`config.mk`:
```
export PLATFORM = sky130hd
export DESIGN_NAME = cache_arbiter
export DESIGN_NICKNAME = d
export VERILOG_FILES = /design/src/rtl/lc3b_types.sv /design/src/rtl/cache_arbiter_datapath.sv /design/src/rtl/cache_arbiter.sv
export SDC_FILE = /design/constraint.sdc
export NUM_CORES = 1
export LEC_CHECK = 0
export BUFFER_PORTS_ARGS = -buffer_cell sky130_fd_sc_hd__clkbuf_2
export CAP_MARGIN = 20
export CORE_AREA = 2 2 325 327
export CTS_CLUSTER_DIAMETER = 100
export DETAILED_ROUTE_END_ITERATION = 8
export DIE_AREA = 0 0 327 329
export PLACE_DENSITY = 0.32
export SETUP_SLACK_MARGIN = 0.02
export SLEW_MARGIN = 10
export SYNTH_ARGS = -nofsm -noshare
export SYNTH_HDL_FRONTEND = slang
export SYNTH_SLANG_ARGS = --single-unit
```
`constraint.sdc`:
```
create_clock -name clk -period 2.3 [get_ports clk]
set_input_delay 0.115 -clock clk [delete_from_list [all_inputs] [get_ports clk]]
set_output_delay 0.115 -clock clk [all_outputs]
set_load 0.1 [all_outputs]
```
`src/rtl/lc3b_types.sv`:
```
// Shared LC-3b type definitions: datapath widths plus the cache arbiter's
// state and port encodings.
package lc3b_types;

   typedef logic [15:0]  lc3b_word;
   typedef logic [127:0] lc3b_cache_line;

   // Arbiter FSM states: idle, or serving one of the two caches.
   typedef enum logic [1:0] {
      ARB_IDLE    = 2'd0,
      ARB_SERVE_I = 2'd1,
      ARB_SERVE_D = 2'd2
   } arb_state_t;

   // Identifies which cache a grant belongs to.
   typedef enum logic {
      ARB_PORT_I = 1'b0,
      ARB_PORT_D = 1'b1
   } arb_port_t;

   // Round-robin helper: the port that was not granted last.
   function automatic arb_port_t arb_other_port(input arb_port_t p);
      return (p == ARB_PORT_I) ? ARB_PORT_D : ARB_PORT_I;
   endfunction

endpackage

```
`src/rtl/cache_arbiter_datapath.sv`:
```
// Command latches for the cache arbiter. On a grant, the selected cache's
// address, write line and operation are captured and then held on the
// shared memory port for the whole transaction, so requester inputs never
// reach the pmem_* outputs combinationally.
module cache_arbiter_datapath
   import lc3b_types::*;
(
   input  logic           clk,
   input  logic           reset_n,
   input  logic           grant,
   input  arb_port_t      grant_port,
   input  lc3b_word       i_pmem_address,
   input  logic           i_pmem_write,
   input  lc3b_cache_line i_pmem_wdata,
   input  lc3b_word       d_pmem_address,
   input  logic           d_pmem_write,
   input  lc3b_cache_line d_pmem_wdata,
   output lc3b_word       pmem_address,
   output lc3b_cache_line pmem_wdata,
   output logic           op_write
);

   lc3b_word       sel_address;
   lc3b_cache_line sel_wdata;
   logic           sel_write;

   // Grant-select mux: pick the command of the port being granted.
   // A write strobe wins over a simultaneous read strobe.
   always_comb begin
      sel_address = i_pmem_address;
      sel_wdata   = i_pmem_wdata;
      sel_write   = i_pmem_write;
      if (grant_port == ARB_PORT_D) begin
         sel_address = d_pmem_address;
         sel_wdata   = d_pmem_wdata;
         sel_write   = d_pmem_write;
      end
   end

   // Capture the command only on a grant; hold it until the next grant.
   always_ff @(posedge clk) begin
      if (!reset_n) begin
         pmem_address <= '0;
         pmem_wdata   <= '0;
         op_write     <= 1'b0;
      end else if (grant) begin
         pmem_address <= sel_address;
         pmem_wdata   <= sel_wdata;
         op_write     <= sel_write;
      end
   end

endmodule

```
`src/rtl/cache_arbiter.sv`:
```
// Round-robin arbiter sharing one physical-memory port between the I-cache
// and D-cache.
//
// Handshake: a cache's request is pending while its read or write strobe is
// 1 (its "valid"); the arbiter answers with a one-cycle x_pmem_resp (its
// "ready/done") in the same cycle the memory raises pmem_resp. Downstream,
// pmem_read/pmem_write are held from the cycle after the grant until the
// cycle pmem_resp is seen, then drop for at least one idle cycle. A cache
// that drops its strobes mid-transaction is not aborted; it still gets resp.
module cache_arbiter
   import lc3b_types::*;
(
   input  logic           clk,
   input  logic           reset_n,
   input  lc3b_word       i_pmem_address,
   input  logic           i_pmem_read,
   input  logic           i_pmem_write,
   input  lc3b_cache_line i_pmem_wdata,
   output lc3b_cache_line i_pmem_rdata,
   output logic           i_pmem_resp,
   input  lc3b_word       d_pmem_address,
   input  logic           d_pmem_read,
   input  logic           d_pmem_write,
   input  lc3b_cache_line d_pmem_wdata,
   output lc3b_cache_line d_pmem_rdata,
   output logic           d_pmem_resp,
   output lc3b_word       pmem_address,
   output logic           pmem_read,
   output logic           pmem_write,
   output lc3b_cache_line pmem_wdata,
   input  lc3b_cache_line pmem_rdata,
   input  logic           pmem_resp,
   output arb_state_t     dbg_state
);

   arb_state_t state, next_state;
   arb_port_t  last_grant, next_last_grant;
   arb_port_t  grant_port;
   logic       grant;
   logic       i_pending, d_pending;
   logic       op_write;

   assign i_pending = i_pmem_read | i_pmem_write;
   assign d_pending = d_pmem_read | d_pmem_write;

   // State and round-robin history registers.
   always_ff @(posedge clk) begin
      if (!reset_n) begin
         state      <= ARB_IDLE;
         last_grant <= ARB_PORT_I;
      end else begin
         state      <= next_state;
         last_grant <= next_last_grant;
      end
   end

   // Next-state, grant decision and completion pulses.
   always_comb begin
      next_state      = state;
      next_last_grant = last_grant;
      grant           = 1'b0;
      grant_port      = ARB_PORT_I;
      i_pmem_resp     = 1'b0;
      d_pmem_resp     = 1'b0;
      unique case (state)
         ARB_IDLE: begin
            if (i_pending && d_pending) begin
               grant      = 1'b1;
               grant_port = arb_other_port(last_grant);
            end else if (d_pending) begin
               grant      = 1'b1;
               grant_port = ARB_PORT_D;
            end else if (i_pending) begin
               grant      = 1'b1;
               grant_port = ARB_PORT_I;
            end
            if (grant) begin
               next_last_grant = grant_port;
               next_state      = (grant_port == ARB_PORT_D) ? ARB_SERVE_D : ARB_SERVE_I;
            end
         end
         ARB_SERVE_I: begin
            if (pmem_resp) begin
               i_pmem_resp = 1'b1;
               next_state  = ARB_IDLE;
            end
         end
         ARB_SERVE_D: begin
            if (pmem_resp) begin
               d_pmem_resp = 1'b1;
               next_state  = ARB_IDLE;
            end
         end
         default: next_state = ARB_IDLE;
      endcase
   end

   cache_arbiter_datapath u_datapath (
      .clk            (clk),
      .reset_n        (reset_n),
      .grant          (grant),
      .grant_port     (grant_port),
      .i_pmem_address (i_pmem_address),
      .i_pmem_write   (i_pmem_write),
      .i_pmem_wdata   (i_pmem_wdata),
      .d_pmem_address (d_pmem_address),
      .d_pmem_write   (d_pmem_write),
      .d_pmem_wdata   (d_pmem_wdata),
      .pmem_address   (pmem_address),
      .pmem_wdata     (pmem_wdata),
      .op_write       (op_write)
   );

   // Strobes come only from registered state and latched op.
   assign pmem_read    = (state != ARB_IDLE) && !op_write;
   assign pmem_write   = (state != ARB_IDLE) &&  op_write;
   assign i_pmem_rdata = pmem_rdata;
   assign d_pmem_rdata = pmem_rdata;
   assign dbg_state    = state;

endmodule

```
==> key figures, run 1 <==
Run status
  – Status: complete, no violations

Final layout
  – Ratio of cells with drive above 1 in the final layout: 0.3847
  – Finished Layout Cells: 2795
  – Final net count: ~1800
  – Core Util, Final: 0.1373
  – Area growth, synth to finish: 60.28%
  – Fill cell count: roughly 12000

Setup path
  – Max incr delay on CP: 560 ps
  – R2R Path Start: dbg_state[0]$_SDFFE_PN0P_
  – Critical Path RT: approximately 2700 ps
  – Worst-path fanout max: 24
  – Critical path startpoint: dbg_state[0]$_SDFFE_PN0P_
  – Critical path capture point type: register
  – Arrival time at the worst endpoint: 2620 ps
  – CP max stage cell: dlygate4sd3_1
  – Kind of critical path: reg -> reg
  – Startpoint types: register
  – Crit path cell chain: inv_1 > ha_1 > buf_4 > o21a_4 > buf_12 > a21oi_1 > o2bb2ai_1 > dlygate4sd3_1

Detailed routing
  – Drt via density: roughly 3.5
  – Via Count: about 10000
  – Starting DRT DRC Count: 440
  – Drt first pass iters: 5
  – DR DRC count: 0
  – Antenna Violating Nets Remaining: 0
  – Wire length per cell: 23.17 um
  – Final wirelength: 64.77 mm

Synth
  – Syn. warnings: 0
  – Post-synth cell types: 25
  – Synth Register Bits: 148
  – Area share of fa/ha/maj cells after synthesis: 0.004197
  – Synth Area in XOR/XNOR: 0
  – Compound-gate portion of the synthesized area: 0.3802
  – Mapped cell area: 8944 um2
  – Syn_area_per_cell: 9.117 um2
  – Largest family of logic cells by synthesized area: compound AO/OA/AOI/OAI gates
  – Synth Area in Simple Gates: 0.01161
  – Synth Net Count: around 1400
  – Mapped Cells: 981
  – Multiplexer share of the synthesized area: 0
  – Register area share after synthesis: 0.3313

Pwr
  – Leakage: 0.005532 uW
  – Power per cell area: 1133 nW/um2
  – VDD IR max: 609.7 uV

Timing
  – Final setup fails: 0
  – Setup Skew: 14.08 ps
  – Final setup TNS: 0 ps
  – Fin. Hold Viols: 0
  – PnR worst setup slack: 76.72 ps
  – Worst slew margin: 0.3747
  – RSZ-0062 raised after global routing: false
  – Slew @ Worst Pin: 926.2 ps
  – Period minus WS final: 2223 ps
  – WHS: 66.14 ps
  – Fmax achieved: 449.8 MHz
  – Max-slew violation count: 0
  – Final period util: 0.9666

Floorplanning
  – Die Height: 329 um
  – Row cnt: 119
  – Core area: approximately 100000 um2
  – Die Wd: between 300 and 400 um
  – Die area: 107600 um2
  – Initial Util: 0.08569
  – Num ports: 829

Clock tree
  – Maximum clock path buffer count: 2
  – Htree depth: 4
  – CTS Buf Count: 17
  – Worst-path clk slew: ~90 ps
  – Clk root buf: clkbuf_16
  – CTS tree: done
  – Clock latency on the worst-skew pair: 500 ps
  – Clock sink count: 148

Placed design
  – Placed Cells incl. Taps: 2488
  – Pre-CTS setup slack: around 370 ps
  – Gpl congestion: approximately 0.86
  – PortBufs: 444
  – Detail Placement HPWL: 49.73 mm

Hold path
  – Worst Hold Class: in -> reg
  – HP Start: d_pmem_wdata[75]

Global routing
  – Largest net degree at the start of global routing: 93
  – Initial antenna violation count: 7
  – Overflow after GRT: 0
  – Vias in the first global route: about 10000
  – GRT Resource Usage Total: 0.1125
  – First-pass GRT wire length: 83.60 mm

Job
  – Max-Cap Viols: 0
-- sequential cells by signal, indices dropped and copies added, names as in the netlist --
signal                   count
dbg_state                    2
last_grant                   1
u_datapath.op_write          1
u_datapath.pmem_address     16
u_datapath.pmem_wdata      128
-- critical path, delay by kind of cell, from the launching register on --
family / cells / cell delay [ps]
adders and majority gates: 1 / 220
AOI/OAI and AO/OA: 3 / 580
buffers and inverters: 4 / 960
DFF: 1 / 360
-- cell usage after synthesis, drive strengths merged --
master   instances  area share
nor2             5      0.0039
inv              3      0.0013
clkbuf          53       0.022
o221ai           1     0.00098
o311ai         144        0.14
o32ai            2      0.0020
ha               3      0.0042
dfxtp          148        0.33
o21a             2      0.0017
buf            313        0.25
nand2            5      0.0021
o41a             1      0.0024
o2bb2ai        144        0.15
a21oi          147       0.082
o21ai            1     0.00056
a31oi            1     0.00070
nor2b            2      0.0014
and2             2      0.0014
nand2b           4      0.0028
-- worst paths after layout --
path	end	slack [ps]	cells after the start
hold / removal	u_datapath.pmem_wdata[75]$_SDFFE_PN0P_	70	3
hold reg to reg	u_datapath.pmem_wdata[31]$_SDFFE_PN0P_	460	1
setup / recovery	u_datapath.pmem_wdata[101]$_SDFFE_PN0P_	80	8
setup reg to reg	u_datapath.pmem_wdata[101]$_SDFFE_PN0P_	80	8
-- power by group --
part / switching [uW] / internal (uW)
clock: 1540 / 1520
combinational: 7540 / 1980
sequential: 440 / 3230
-- through the flow --
stage	instance area, um2	total power, uW
after floorplan	8951	12320
after global placement	11000	12700
after detailed placement	11000	12710
after CTS	14250	16340
after global routing	14330	17000
final	14340	16250
-- per-layer routing --
metal	GRT usage	vias to the layer above	wire length (um)
met5	0	-	23
met4	0.04996	4	2577
met3	0.05125	90	7034
met2	0.1947	728	31550
met1	0.1167	4564	23590
li1	-	4337	-
-- layout by cell type, fill, tap and decap left out, types with 4 or more instances in the layout --
cell type,Yosys,final
a21oi_1,147,147
dfxtp_1,148,146
clkbuf_2,0,441
buf_4,261,28
o2bb2ai_2,11,11
o311ai_0,135,135
inv_6,0,4
nand2_1,5,5
o2bb2ai_1,133,133
dlygate4sd3_1,0,268
nand2b_1,4,4
clkbuf_16,0,19
buf_12,0,14
o311ai_1,9,9
-- final cells by class --
class	instances	area [um2]	share of cell area
multi-input cells	464	3581	0.2498
repair buffers	754	5458	0.3807
well taps	1391	1740	0.1214
inverters	3	11.26	0.0007855
diodes	3	7.507	0.0005237
clock inverters	15	146.4	0.01021
flip-flops and latches	148	2965	0.2069
clock buffers	17	425.4	0.02968
-- cells by family (layout without fill, tap and decap cells) --
kind of cell    count (synthesis)  in the layout
compound gates                443            443
fa+ha+maj                       3              3
buf+inv                       369            789
flops                         148            148
other cells                     0              3
simple gates                   18             18
-- repair_timing --
item                                    CTS  global route
endpoints found under the setup margin    0             3
hold buffers                            268             0
buffers inserted                          0             3
resized for setup                         0             1
hold endpoints to repair                145             0
No activity file was read; power rests on OpenSTA's default activity.
==> inputs of run 2 (changes only) <==
==> constraint.sdc (replaced) <==
create_clock -name clk -period 2.3 [get_ports clk]
set_input_delay 0.115 -clock clk [delete_from_list [all_inputs] [get_ports clk]]
set_output_delay 0.115 -clock clk [all_outputs]
set_load 0.01 [all_outputs]
==> run 2 against run 1 <==
  * Wire length grew 8.8%
  * Cell area is 4.9% higher
  * Sequential share of layout area fell by 0.96 points
  * Sequential power is essentially flat
  * Largest cell class unchanged
==> key figures, run 2 (synthesis results as in run 1) <==
Run status
  – Status: complete, no violations

Pwr
  – Leakage: 0.005932 uW (+7.2%)
  – Switching pwr: 5502 uW (-42%)
  – Internal power: 7538 uW (+12%)
  – VDD IR max: 398.2 uV (-35%)
  – Clk pwr share: 0.225 (+0.037)
  – Seq pwr share: 0.280 (+0.054)
  – Power per cell area: 867.3 nW/um2 (-23%)
  – Switching part of the total: 0.4219 (-0.1637)
  – Logic pwr share: 0.495 (-0.091)

Timing
  – Worst slew margin: 0.5181 (+0.1434)
  – Final setup TNS: 0 ps (unchanged)
  – Final period util: 0.9810 (+0.01433)
  – Fin. Hold Viols: 0 (unchanged)
  – Max-slew violation count: 0 (unchanged)
  – Slew @ Worst Pin: 713.8 ps (-212.4 ps)
  – Fmax achieved: 443.2 MHz (-1.5%)
  – RSZ-0062 raised after global routing: false
  – Period minus WS final: 2256 ps (+32.96 ps)
  – Setup Skew: 11.96 ps (-2.124 ps)
  – Final setup fails: 0 (unchanged)

Detailed routing
  – Final wirelength: 70.47 mm (+8.8%)
  – Wire length per cell: 24.98 um (+7.8%)
  – Drt via density: 3.563 (+2.4%)
  – Antenna Violating Nets Remaining: 0 (unchanged)
  – Drt first pass iters: 7 (+2)
  – Starting DRT DRC Count: 421 (-4.3%)
  – Via Count: 10052 (+3.4%)
  – DR DRC count: 0 (unchanged)

Final layout
  – Commonest non-fill, non-tap cell in the layout: clkbuf_2
  – Largest register FFs: 128 (unchanged)
  – Fill cell count: 11924 (-0.067%)
  – Final net count: 1845 (+1.7%)
  – Multi-input gate area: 3697 um2 (+3.2%)
  – Area growth, synth to finish: 68.12%
  – Ratio of cells with drive above 1 in the final layout: 0.4185 (+0.03375)
  – Commonest non-fill, non-tap cells in the layout: 443 x clkbuf_2, 262 x dlygate4sd3_1, 146 x dfxtp_1, 134 x o311ai_0, 133 x o2bb2ai_1
  – Register area: 2965 um2 (unchanged)
  – Finished Layout Cells: 2821 (+0.93%)
  – Reg with most FFs: u_datapath.pmem_wdata

Setup path
  – Critical Path RT: 2730 ps (+30 ps)
  – Critical path capture point type: register
  – Max incr delay on CP: 570 ps (about the same)
  – Crit path cell chain: dlygate4sd3_1 > clkbuf_2 > o41a_4 > buf_12 > nor2_8 > buf_16 > buf_12 > o2bb2ai_1 > dlygate4sd3_1
  – Arrival time at the worst endpoint: 2690 ps (+70 ps)
  – Kind of critical path: in -> reg
  – Worst-path fanout max: 6 (-75%)
  – CP max stage cell: dlygate4sd3_1
  – WP buf/inv: 6 (+2)
  – Startpoint types: primary input
  – CP delay by family, top: buffers and inverters

Placed design
  – Detail Placement HPWL: 47.58 mm (-4.3%)
  – PortBufs: 444 (unchanged)
  – Placed Cells incl. Taps: 2492 (+0.16%)
  – Gpl congestion: 0.8190 (-4.7%)

Floorplanning
  – Num ports: 829 (unchanged)
  – Die Wd: 327 um (unchanged)
  – Initial Util: 0.08569 (unchanged)
  – Row cnt: 119 (unchanged)
  – Core area: 104400 um2 (unchanged)
  – Die Height: 329 um (unchanged)
  – Die area: 107600 um2 (unchanged)

Global routing
  – Largest net degree at the start of global routing: 69 (-26%)
  – Initial antenna violation count: 10 (+3)
  – GR Util met2: 0.1832 (-0.01151)
  – GRT Resource Usage Total: 0.1085 (-0.003997)
  – Overflow after GRT: 0 (unchanged)
  – Vias in the first global route: 10166 (+1.4%)
  – First-pass GRT wire length: 81.59 mm (-2.4%)
  – GR met3 Demand/Resource: 0.05751 (+0.006263)
  – Gr busiest metal: met2
  – Met1 Use GR: 0.1103 (-0.006432)

Clock tree
  – Htree depth: 4 (unchanged)
  – Maximum clock path buffer count: 2 (unchanged)
  – CTS Buf Count: 17 (unchanged)
  – Clock sink count: 148 (unchanged)
  – Clk root buf: clkbuf_16
  – Worst-path clk slew: 80 ps (about the same)
  – Clock latency on the worst-skew pair: 490 ps (about the same)
  – CTS tree: done

Job
  – Max-Cap Viols: 0 (unchanged)

Hold path
  – Worst Hold Class: in -> reg
run 2: layout make-up:
type | instances | share of cell area
Tap cell | 1391 | 0.1158
Clock inverter | 11 | 0.006907
Antenna cell | 1 | 0.0001664
Inverter | 3 | 0.0007489
Clock buffer | 18 | 0.02921
Timing Repair Buffer | 785 | 0.4041
Sequential cell | 148 | 0.1972
Multi-Input combinational cell | 464 | 0.2459
run 2: stage by stage:
stage | hold WS [ps] | total power [uW] | utilization | cell area, um2 | setup WS, ps
finish | 14.04 | 13040 | 0.1441 | 15040 | 43.76
global route | 33.47 | 13850 | 0.1440 | 15030 | 23.48
CTS | 0.4022 | 11940 | 0.1364 | 14240 | 33.45
detailed placement | 230.1 | 8198 | 0.1059 | 11060 | 409.6
global placement | 230.1 | 8210 | 0.1059 | 11060 | 432.2
floorplan | 262.0 | 6265 | - | 8944 | 617.0
run 2: timing repair:
item	in CTS	in global routing
resized for setup	0	47
endpoints found under the hold margin	145	0
hold buffers	264	0
setup buffers	0	19
setup endpoints to repair	0	59
run 2: final timing paths:
kind | startpoint | end | slack, ps | depth (start not counted)
worst max-delay path | d_pmem_read | u_datapath.pmem_wdata[45]$_SDFFE_PN0P_ | 40 | 9
worst min-delay path | d_pmem_wdata[110] | u_datapath.pmem_wdata[110]$_SDFFE_PN0P_ | 10 | 3
worst max register to register | dbg_state[1]$_SDFFE_PN0P_ | u_datapath.pmem_wdata[45]$_SDFFE_PN0P_ | 80 | 9
worst min register to register | u_datapath.pmem_wdata[61]$_SDFFE_PN0P_ | u_datapath.pmem_wdata[61]$_SDFFE_PN0P_ | 460 | 1
run 2: power groups by stage:
stage | registers (uW) | logic (uW) | clock network (uW)
floorplan | 3910 | 2360 | 0
global placement | 3710 | 4500 | 0
detailed placement | 3690 | 4510 | 0
CTS | 3650 | 5170 | 3110
global route | 3730 | 6950 | 3170
finish | 3650 | 6450 | 2930
run 2: routing by layer:
metal  part of all wire  up-vias  wire [um]
met5            0.00070        -         49
met4              0.036        8       2550
met1               0.38     4795      27050
met2               0.47      781      33040
li1                   -     4397          -
met3               0.11       71       7777
run 2: worst register-to-register path, delay by kind of cell (launching register included):
kind                       cells  cell delay (ps)
DFF                            1              340
AOI/OAI and AO/OA              2              260
adders and majority gates      1              170
and+or+nand+nor                1              210
buffers and inverters          5             1160
